==> src/rtl/exe_hazard_fwd_ctrl.sv <==
// ---------------------------------------------------------------------------
// exe_hazard_fwd_ctrl
//
// Execute-stage sequencer for a 5-stage ARM-style pipeline. It shadows the
// two instructions ahead of decode (the EXE slot and the MEM slot). It
// detects RAW hazards against them, drives the decode stall, handles
// taken-branch flush, and registers the Rn/Rm forwarding selects so they
// line up with the instruction that occupies EXE.
//
// Ports
//   clk            pipeline clock, rising edge
//   rst            asynchronous active-low reset
//   fwd_enable     1 = forward from MEM/WB; 0 = stall on every RAW hazard
//   id_valid       decode holds a real instruction
//   id_src1/2      Rn / Rm indices of the decode instruction
//   id_src1/2_used decode instruction reads Rn / Rm
//   id_dest        decode destination index
//   id_wb_en       decode instruction writes id_dest
//   id_mem_read    decode instruction is a load
//   branch_taken   EXE resolves a taken branch this cycle
//   stall          combinational: freeze PC and IF/ID, insert a bubble
//   exe_valid      registered: EXE slot holds a real instruction
//   val_rn_sel     registered: 00 regfile, 01 one ahead (MEM), 10 two ahead (WB)
//   val_rm_sel     registered: same encoding as val_rn_sel
//   stall_count    saturating count of stall cycles
//
// Flow control: decode presents an instruction with id_valid=1. The
// instruction is accepted into EXE on a rising edge only when stall=0 and
// branch_taken=0. While stall=1 decode must hold the same instruction
// stable, and a bubble (valid=0) enters EXE instead. A taken branch
// discards the decode instruction, and the front end refetches it.
// ---------------------------------------------------------------------------
module exe_hazard_fwd_ctrl #(
  parameter int REG_W = 4,
  parameter int CNT_W = 16
) (
  input  logic             clk,
  input  logic             rst,
  input  logic             fwd_enable,
  input  logic             id_valid,
  input  logic [REG_W-1:0] id_src1,
  input  logic [REG_W-1:0] id_src2,
  input  logic             id_src1_used,
  input  logic             id_src2_used,
  input  logic [REG_W-1:0] id_dest,
  input  logic             id_wb_en,
  input  logic             id_mem_read,
  input  logic             branch_taken,
  output logic             stall,
  output logic             exe_valid,
  output logic [1:0]       val_rn_sel,
  output logic [1:0]       val_rm_sel,
  output logic [CNT_W-1:0] stall_count
);

  localparam logic [1:0]       SEL_RF  = 2'b00;
  localparam logic [1:0]       SEL_MEM = 2'b01;
  localparam logic [1:0]       SEL_WB  = 2'b10;
  localparam logic [CNT_W-1:0] CNT_MAX = '1;
  localparam logic [CNT_W-1:0] CNT_ONE = CNT_W'(1);

  // EXE slot: the instruction one ahead of decode
  logic             exe_v;
  logic [REG_W-1:0] exe_dest;
  logic             exe_wb;
  logic             exe_mr;
  // MEM slot: the instruction two ahead of decode
  logic             mem_v;
  logic [REG_W-1:0] mem_dest;
  logic             mem_wb;

  // Source/slot matches, evaluated against the slots before the edge
  logic s1_exe, s2_exe, s1_mem, s2_mem;
  logic hazard;
  logic load_id;
  logic [1:0] rn_sel_d, rm_sel_d;

  assign s1_exe = id_src1_used & exe_v & exe_wb & (id_src1 == exe_dest);
  assign s2_exe = id_src2_used & exe_v & exe_wb & (id_src2 == exe_dest);
  assign s1_mem = id_src1_used & mem_v & mem_wb & (id_src1 == mem_dest);
  assign s2_mem = id_src2_used & mem_v & mem_wb & (id_src2 == mem_dest);

  // With forwarding, only a load directly ahead cannot be bypassed, because
  // its data appears one cycle too late. Without forwarding, any producer
  // still in EXE or MEM must drain. The register file is write-before-read,
  // so a producer in WB is already visible.
  always_comb begin
    hazard = 1'b0;
    if (id_valid) begin
      if (fwd_enable) hazard = (s1_exe | s2_exe) & exe_mr;
      else            hazard = s1_exe | s2_exe | s1_mem | s2_mem;
    end
  end

  // A flush overrides a stall: the decode instruction is being discarded.
  assign stall   = hazard & ~branch_taken;
  assign load_id = id_valid & ~stall & ~branch_taken;

  // The EXE match is tested first, so the newest producer wins.
  always_comb begin
    rn_sel_d = SEL_RF;
    rm_sel_d = SEL_RF;
    if (load_id && fwd_enable) begin
      if (s1_exe)      rn_sel_d = SEL_MEM;
      else if (s1_mem) rn_sel_d = SEL_WB;
      if (s2_exe)      rm_sel_d = SEL_MEM;
      else if (s2_mem) rm_sel_d = SEL_WB;
    end
  end

  always_ff @(posedge clk or negedge rst) begin
    if (!rst) begin
      exe_v       <= 1'b0;
      exe_dest    <= '0;
      exe_wb      <= 1'b0;
      exe_mr      <= 1'b0;
      mem_v       <= 1'b0;
      mem_dest    <= '0;
      mem_wb      <= 1'b0;
      val_rn_sel  <= SEL_RF;
      val_rm_sel  <= SEL_RF;
      stall_count <= '0;
    end else begin
      mem_v      <= exe_v;
      mem_dest   <= exe_dest;
      mem_wb     <= exe_wb;
      exe_v      <= load_id;
      exe_dest   <= id_dest;
      exe_wb     <= id_wb_en & load_id;
      exe_mr     <= id_mem_read & load_id;
      val_rn_sel <= rn_sel_d;
      val_rm_sel <= rm_sel_d;
      if (stall && (stall_count != CNT_MAX))
        stall_count <= stall_count + CNT_ONE;
    end
  end

  assign exe_valid = exe_v;

endmodule

==> config.mk <==
export PLATFORM = sky130hd
export DESIGN_NAME = exe_hazard_fwd_ctrl
export DESIGN_NICKNAME = d
export VERILOG_FILES = /design/src/rtl/exe_hazard_fwd_ctrl.sv
export SDC_FILE = /design/constraint.sdc
export NUM_CORES = 1
export LEC_CHECK = 0
export CELL_PAD_IN_SITES_DETAIL_PLACEMENT = 1
export CELL_PAD_IN_SITES_GLOBAL_PLACEMENT = 2
export CORE_MARGIN = 3
export CORE_UTILIZATION = 32
export CTS_CLUSTER_SIZE = 30
export DETAILED_ROUTE_END_ITERATION = 12
export PLACE_DENSITY = 0.85
export SETUP_SLACK_MARGIN = 0.2
export SLEW_MARGIN = 20
export SYNTH_ARGS = -nofsm -noshare
export SYNTH_HDL_FRONTEND = slang
export SYNTH_SLANG_ARGS = --single-unit
==> constraint.sdc <==
create_clock -name clk -period 2.85 [get_ports clk]
set_input_delay 0.4275 -clock clk [delete_from_list [all_inputs] [get_ports clk]]
set_output_delay 0.4275 -clock clk [all_outputs]
set_load 0.02 [all_outputs]
* Yosys cells after proc, flatten, opt, wreduce, memory -nomap -nowiden *
Index checks and enable logic that the tools add are counted.

storage, ports and cells
  register bits = 33
  input bits = 21
  output and inout bits = 22
  logic and storage cells = 49

operators by class
  add/subtract/negate cells = 1
  equality and inequality tests = 5
  muxes and demuxes = 8
  bitwise gates (word level) = 23
  reductions and logical operators = 2

operators by type and width
  kind                                                              number
  1-bit AND                                                         18
  16-bit by 1-bit adder with 16-bit output (second input constant)  1
  4-bit == test                                                     4
  16-bit != test (second input constant)                            1
  2-bit 2-to-1 mux                                                  6
  1-bit OR                                                          3
  1-bit logical AND                                                 2
  1-bit 2-to-1 mux                                                  2
  1-bit inverter                                                    2

* Depth between registers and ports, before layout *
  depth in word-level cells = 14
  depth in mapped cells = 9
  depth with buffers taken out = 8

* Least setup slack after synthesis *
OpenSTA, ideal clock, no wires.

  kind = input to register
  start point = in id_src1[3]
  end point = reg stall_count[12]
  setup time = 128 ps
  arrival time = 1,887 ps
  required time = 2,722 ps
  setup slack = 836 ps
  stages = 6
  buffers on the path = 0
  path through = xor2_1 -> nor4_4 -> o21ai_1 -> a21boi_2 -> nand3_1 -> mux2_1

on the way
  longest elaborated chain between the ends = 9
  elaborated cells between the ends (all ways) = 12
  those cells by class = eq/ne (2); mux (2); bitwise (7); reduce/logical (1)

RTL lines
  item                    line    RTL
  start, declared         41      input logic [REG_W-1:0] id_src1,
  4-bit == test           78      assign s1_exe = id_src1_used & exe_v & exe_wb & (id_src1 == exe_dest);
  1-bit AND               78
  1-bit OR                90, 91
  1-bit OR (2 in series)  91      else hazard = s1_exe | s2_exe | s1_mem | s2_mem;
  1-bit 2-to-1 mux *      90      if (fwd_enable) hazard = (s1_exe | s2_exe) & exe_mr;
  1-bit 2-to-1 mux *      89      if (id_valid) begin
  1-bit AND *             96      assign stall = hazard & ~branch_taken;
  named net stall         49      output logic stall,
  1-bit logical AND *     133     if (stall && (stall_count != CNT_MAX))
  end signal, assigned    134     stall_count <= stall_count + CNT_ONE;
  end, declared           53      output logic [CNT_W-1:0] stall_count

The timed path passes the listed nets; every way through them passes the cells marked *.
A chain may end at the register's enable or synchronous reset.

* Worst setup path after layout *
  start point = in id_src2[2]
  end point = out stall

on the way
  longest elaborated chain between the ends = 8
  elaborated cells between the ends (all ways) = 11
  those cells by class = eq/ne (2); mux (2); bitwise (7)

RTL lines
  item                    line    RTL
  start, declared         42      input logic [REG_W-1:0] id_src2,
  4-bit == test           79      assign s2_exe = id_src2_used & exe_v & exe_wb & (id_src2 == exe_dest);
  1-bit AND               79
  1-bit OR                90, 91
  1-bit OR (2 in series)  91
  1-bit 2-to-1 mux *      90
  1-bit 2-to-1 mux *      89
  1-bit AND *             96
  end, declared           49

Mark *: on every way between the ends. The rest lies on a longest branch, timed or not.

==> impl_metrics.toml <==
[pwr]
p_clk_share_pct = 44.6
power.static_leakage_uw = 0.000892
pwr-share-seq_pct = 47.5
p_sw_share_pct = 21.4
vdd_drop_max_v = 0.000212
combPwrFrac_pct = 7.9
powerDensity_mw_per_mm2 = 473
p_switching_uw = 220
intPower_uw = 805

[floorplan]
num_io_pins = 43
die_y_um = 74.1
fp.coreArea_mm2 = 0.00441
dieArea_mm2 = 0.00549
rows = 24
die_w_um = 74.1
initial_core_util_pct = 33.6

[global_route]
grt_pass1_wl_um = 6290
gr-max-usage-layer = "met2"
antenna_found_initial = 0
grt_util_met1_pct = 18.2
groute.usage.overall_pct = 15.1
met3_usage_pct = 4.05
grt_max_degree = 34
grt_pass1_vias = 1333
gr-usage-met2_pct = 26.3
grt_overflow = 0

[setup_path]
cp_top_family = "buffers and inverters"
crit_path_end = "stall"
critPathCaptureType = "primary output"
crit_fanout = 3
critPathBufInv = 2
worstReg2RegStart = "exe_dest[2]$_DFF_PN0_"
critPathSlowestCell = "clkdlybuf4s50_1"
critPathLaunch = "id_src2[2]"
slowest_delay_ns = 0.52
cp.arrival_ns = 2.12
required_ns = 2.42
crit_cells = 6
criticalPathCategory = "primary input to primary output"
worst_r2r_endpoint = "stall_count[12]$_DFFE_PN0P_"
cp-start-kind = "primary input"
path_cells = "clkdlybuf4s50_1 > xor2_1 > nor3_4 > o41ai_2 > a21boi_2 > buf_4"
r2r_slack_ns = 0.62
rr_worst_depth = 8

[logic_synthesis]
syn_inst = 126
yosysTopAreaCellShare_pct = 55.6
ys_types = 25
syn-num-nets = 148
synth_seq_cells = 33
avgSynthCellArea_um2 = 11.8
yosys-top-cells-area = "dfrtp_1 56%, xnor2_1 11%, xor2_1 6.5%"
ys_seq_area_share_pct = 55.6
synth_warnings = 0
synthesis.area_mm2 = 0.00149
post-synth-top-area-cell = "dfrtp_1"

[detailed_routing]
ant_nets = 0
firstDrtPassIters = 3
drtIter0Drc = 28
drc = 0
num_vias = 1159
wl_um = 3810
viasPerCell = 4.89
drt-wirelength-per-cell_um = 16.1

[clocking]
root_buffer = "clkbuf_8"
holdBufCountCts = 0
clkLatencyLatePin_ns = 0.28
cts_tree = "yes"
cts_num_sinks = 33
clockBufferDepth = 2
path_clk_slew_ns = 0.07
htree_levels = 2
cts_buffers = 5

[place]
dp_hpwl_um = 2860
place_congestion = 0.909
io_buffers = 42
dp.cells = 227

[sta]
worst_pin_slew_ns = 0.431
max_freq_mhz = 392
finClkSkew_ns = 0.00404
period_minus_slack_ns = 2.55
hold_viol_final = 0
finalCritPeriodShare_pct = 89.5
slew_headroom_pct = 71.3
maxSlewViolCount = 0
final-setup-viol-count = 0
rsz0062_at_grt = "no"

[final_layout]
drive_gt1_share_pct = 14.1
fill_cells = 458
final_cell_count_no_fill = 237
layout_common_cells = "41 x clkdlybuf4s50_1, 33 x dfrtp_1, 19 x xnor2_1"
antenna_cells = 0
fin_nets = 206
area_delta_synth_final_pct = 45.9
fin_util_pct = 49.1
multi_input_area_um2 = 659
seq_area_um2 = 826
layout_commonest_cell = "clkdlybuf4s50_1"

[run_status]
status = "completed"

[flow_run]
drv_cap = 0

[worst_hold_path]
hold_path.class = "flip-flop to flip-flop"
-- power groups by stage --
| stage | Sequential (uW) | Clock [uW] | Combinational [uW] |
|---|---|---|---|
| after detailed placement | 496 | 0 | 78.3 |
| after CTS | 487 | 467 | 79.3 |
| after floorplan | 496 | 0 | 25.3 |
| final | 487 | 457 | 80.7 |
| after global routing | 488 | 488 | 87.9 |
| after global placement | 495 | 0 | 76.1 |
-- Yosys cell counts (all sizes together) --
cell type / n
a21boi: 1
a21oi: 1
and2: 3
and3: 3
and4: 1
buf: 1
dfrtp: 33
ha: 1
inv: 2
mux2: 2
nand2: 11
nand3: 11
nand4: 9
nor2: 4
nor2b: 2
nor3: 3
nor3b: 2
nor4: 4
o21ai: 1
o41ai: 1
xnor2: 19
xor2: 11
-- layout make-up --
cell class                      count  share of cell area [%]
Clock buffer                        7                    3.98
Timing Repair Buffer               52                    22.7
Multi-Input combinational cell     90                    30.4
Inverter                            2                   0.346
Sequential cell                    33                    38.1
Clock inverter                      1                    1.39
Tap cell                           52                    3.00
-- cell families after synthesis --
logic type	count (synthesis)	share of synthesized area, %
and+or+nand+nor	53	20.3
xor gates and xnor gates	30	17.7
buffers and inverters	3	1.26
muxes	2	1.52
DFF	33	55.6
AOI/OAI and AO/OA	4	2.78
adders and majority gates	1	0.842
-- sequential cells by signal, indices dropped and copies added, names as in the netlist --
register     cells
stall_count     16
mem_wb           1
exe_valid        1
mem_v            1
exe_mr           1
val_rm_sel       2
mem_dest         4
exe_wb           1
val_rn_sel       2
exe_dest         4
-- how the worst min path moves through the flow --
stage / depth (start not counted) / to / startpoint
2_1_floorplan: 0 / exe_dest[0]$_DFF_PN0_ / rst
3_3_place_gp: 0 / mem_wb$_DFF_PN0_ / exe_wb$_DFF_PN0_
3_5_place_dp: 0 / mem_wb$_DFF_PN0_ / exe_wb$_DFF_PN0_
4_1_cts: 0 / mem_wb$_DFF_PN0_ / exe_wb$_DFF_PN0_
5_1_grt: 0 / mem_wb$_DFF_PN0_ / exe_wb$_DFF_PN0_
6_report: 0 / mem_wb$_DFF_PN0_ / exe_wb$_DFF_PN0_
-- repair_timing --
item,in CTS,in global routing
setup endpoints to repair,1,1
buffers inserted,0,2
pin swaps,0,3
cloned,0,0
gates resized for setup,3,5
-- layer usage --
layer  part of all wire [%]  vias to the layer above
li1                       -                      551
met1                     43                      569
met2                     51                       34
met3                    5.7                        5
met4                   0.76                        0
met5                      0                        -
-- per-stage QoR --
step / setup WS [ns] / power [uW] / setup TNS, ns / hold slack (ns) / instance area [um^2]
global route: 0.193 / 1060 / 0 / 0.441 / 2170
floorplan: 0.836 / 521 / 0 / 0.132 / 1490
finish: 0.299 / 1020 / 0 / 0.408 / 2170
detailed placement: -0.119 / 574 / -0.119 / 0.397 / 2020
global placement: -0.0829 / 571 / -0.0829 / 0.390 / 2020
CTS: 0.205 / 1030 / 0 / 0.413 / 2140
(Power assumes the default switching activity.)
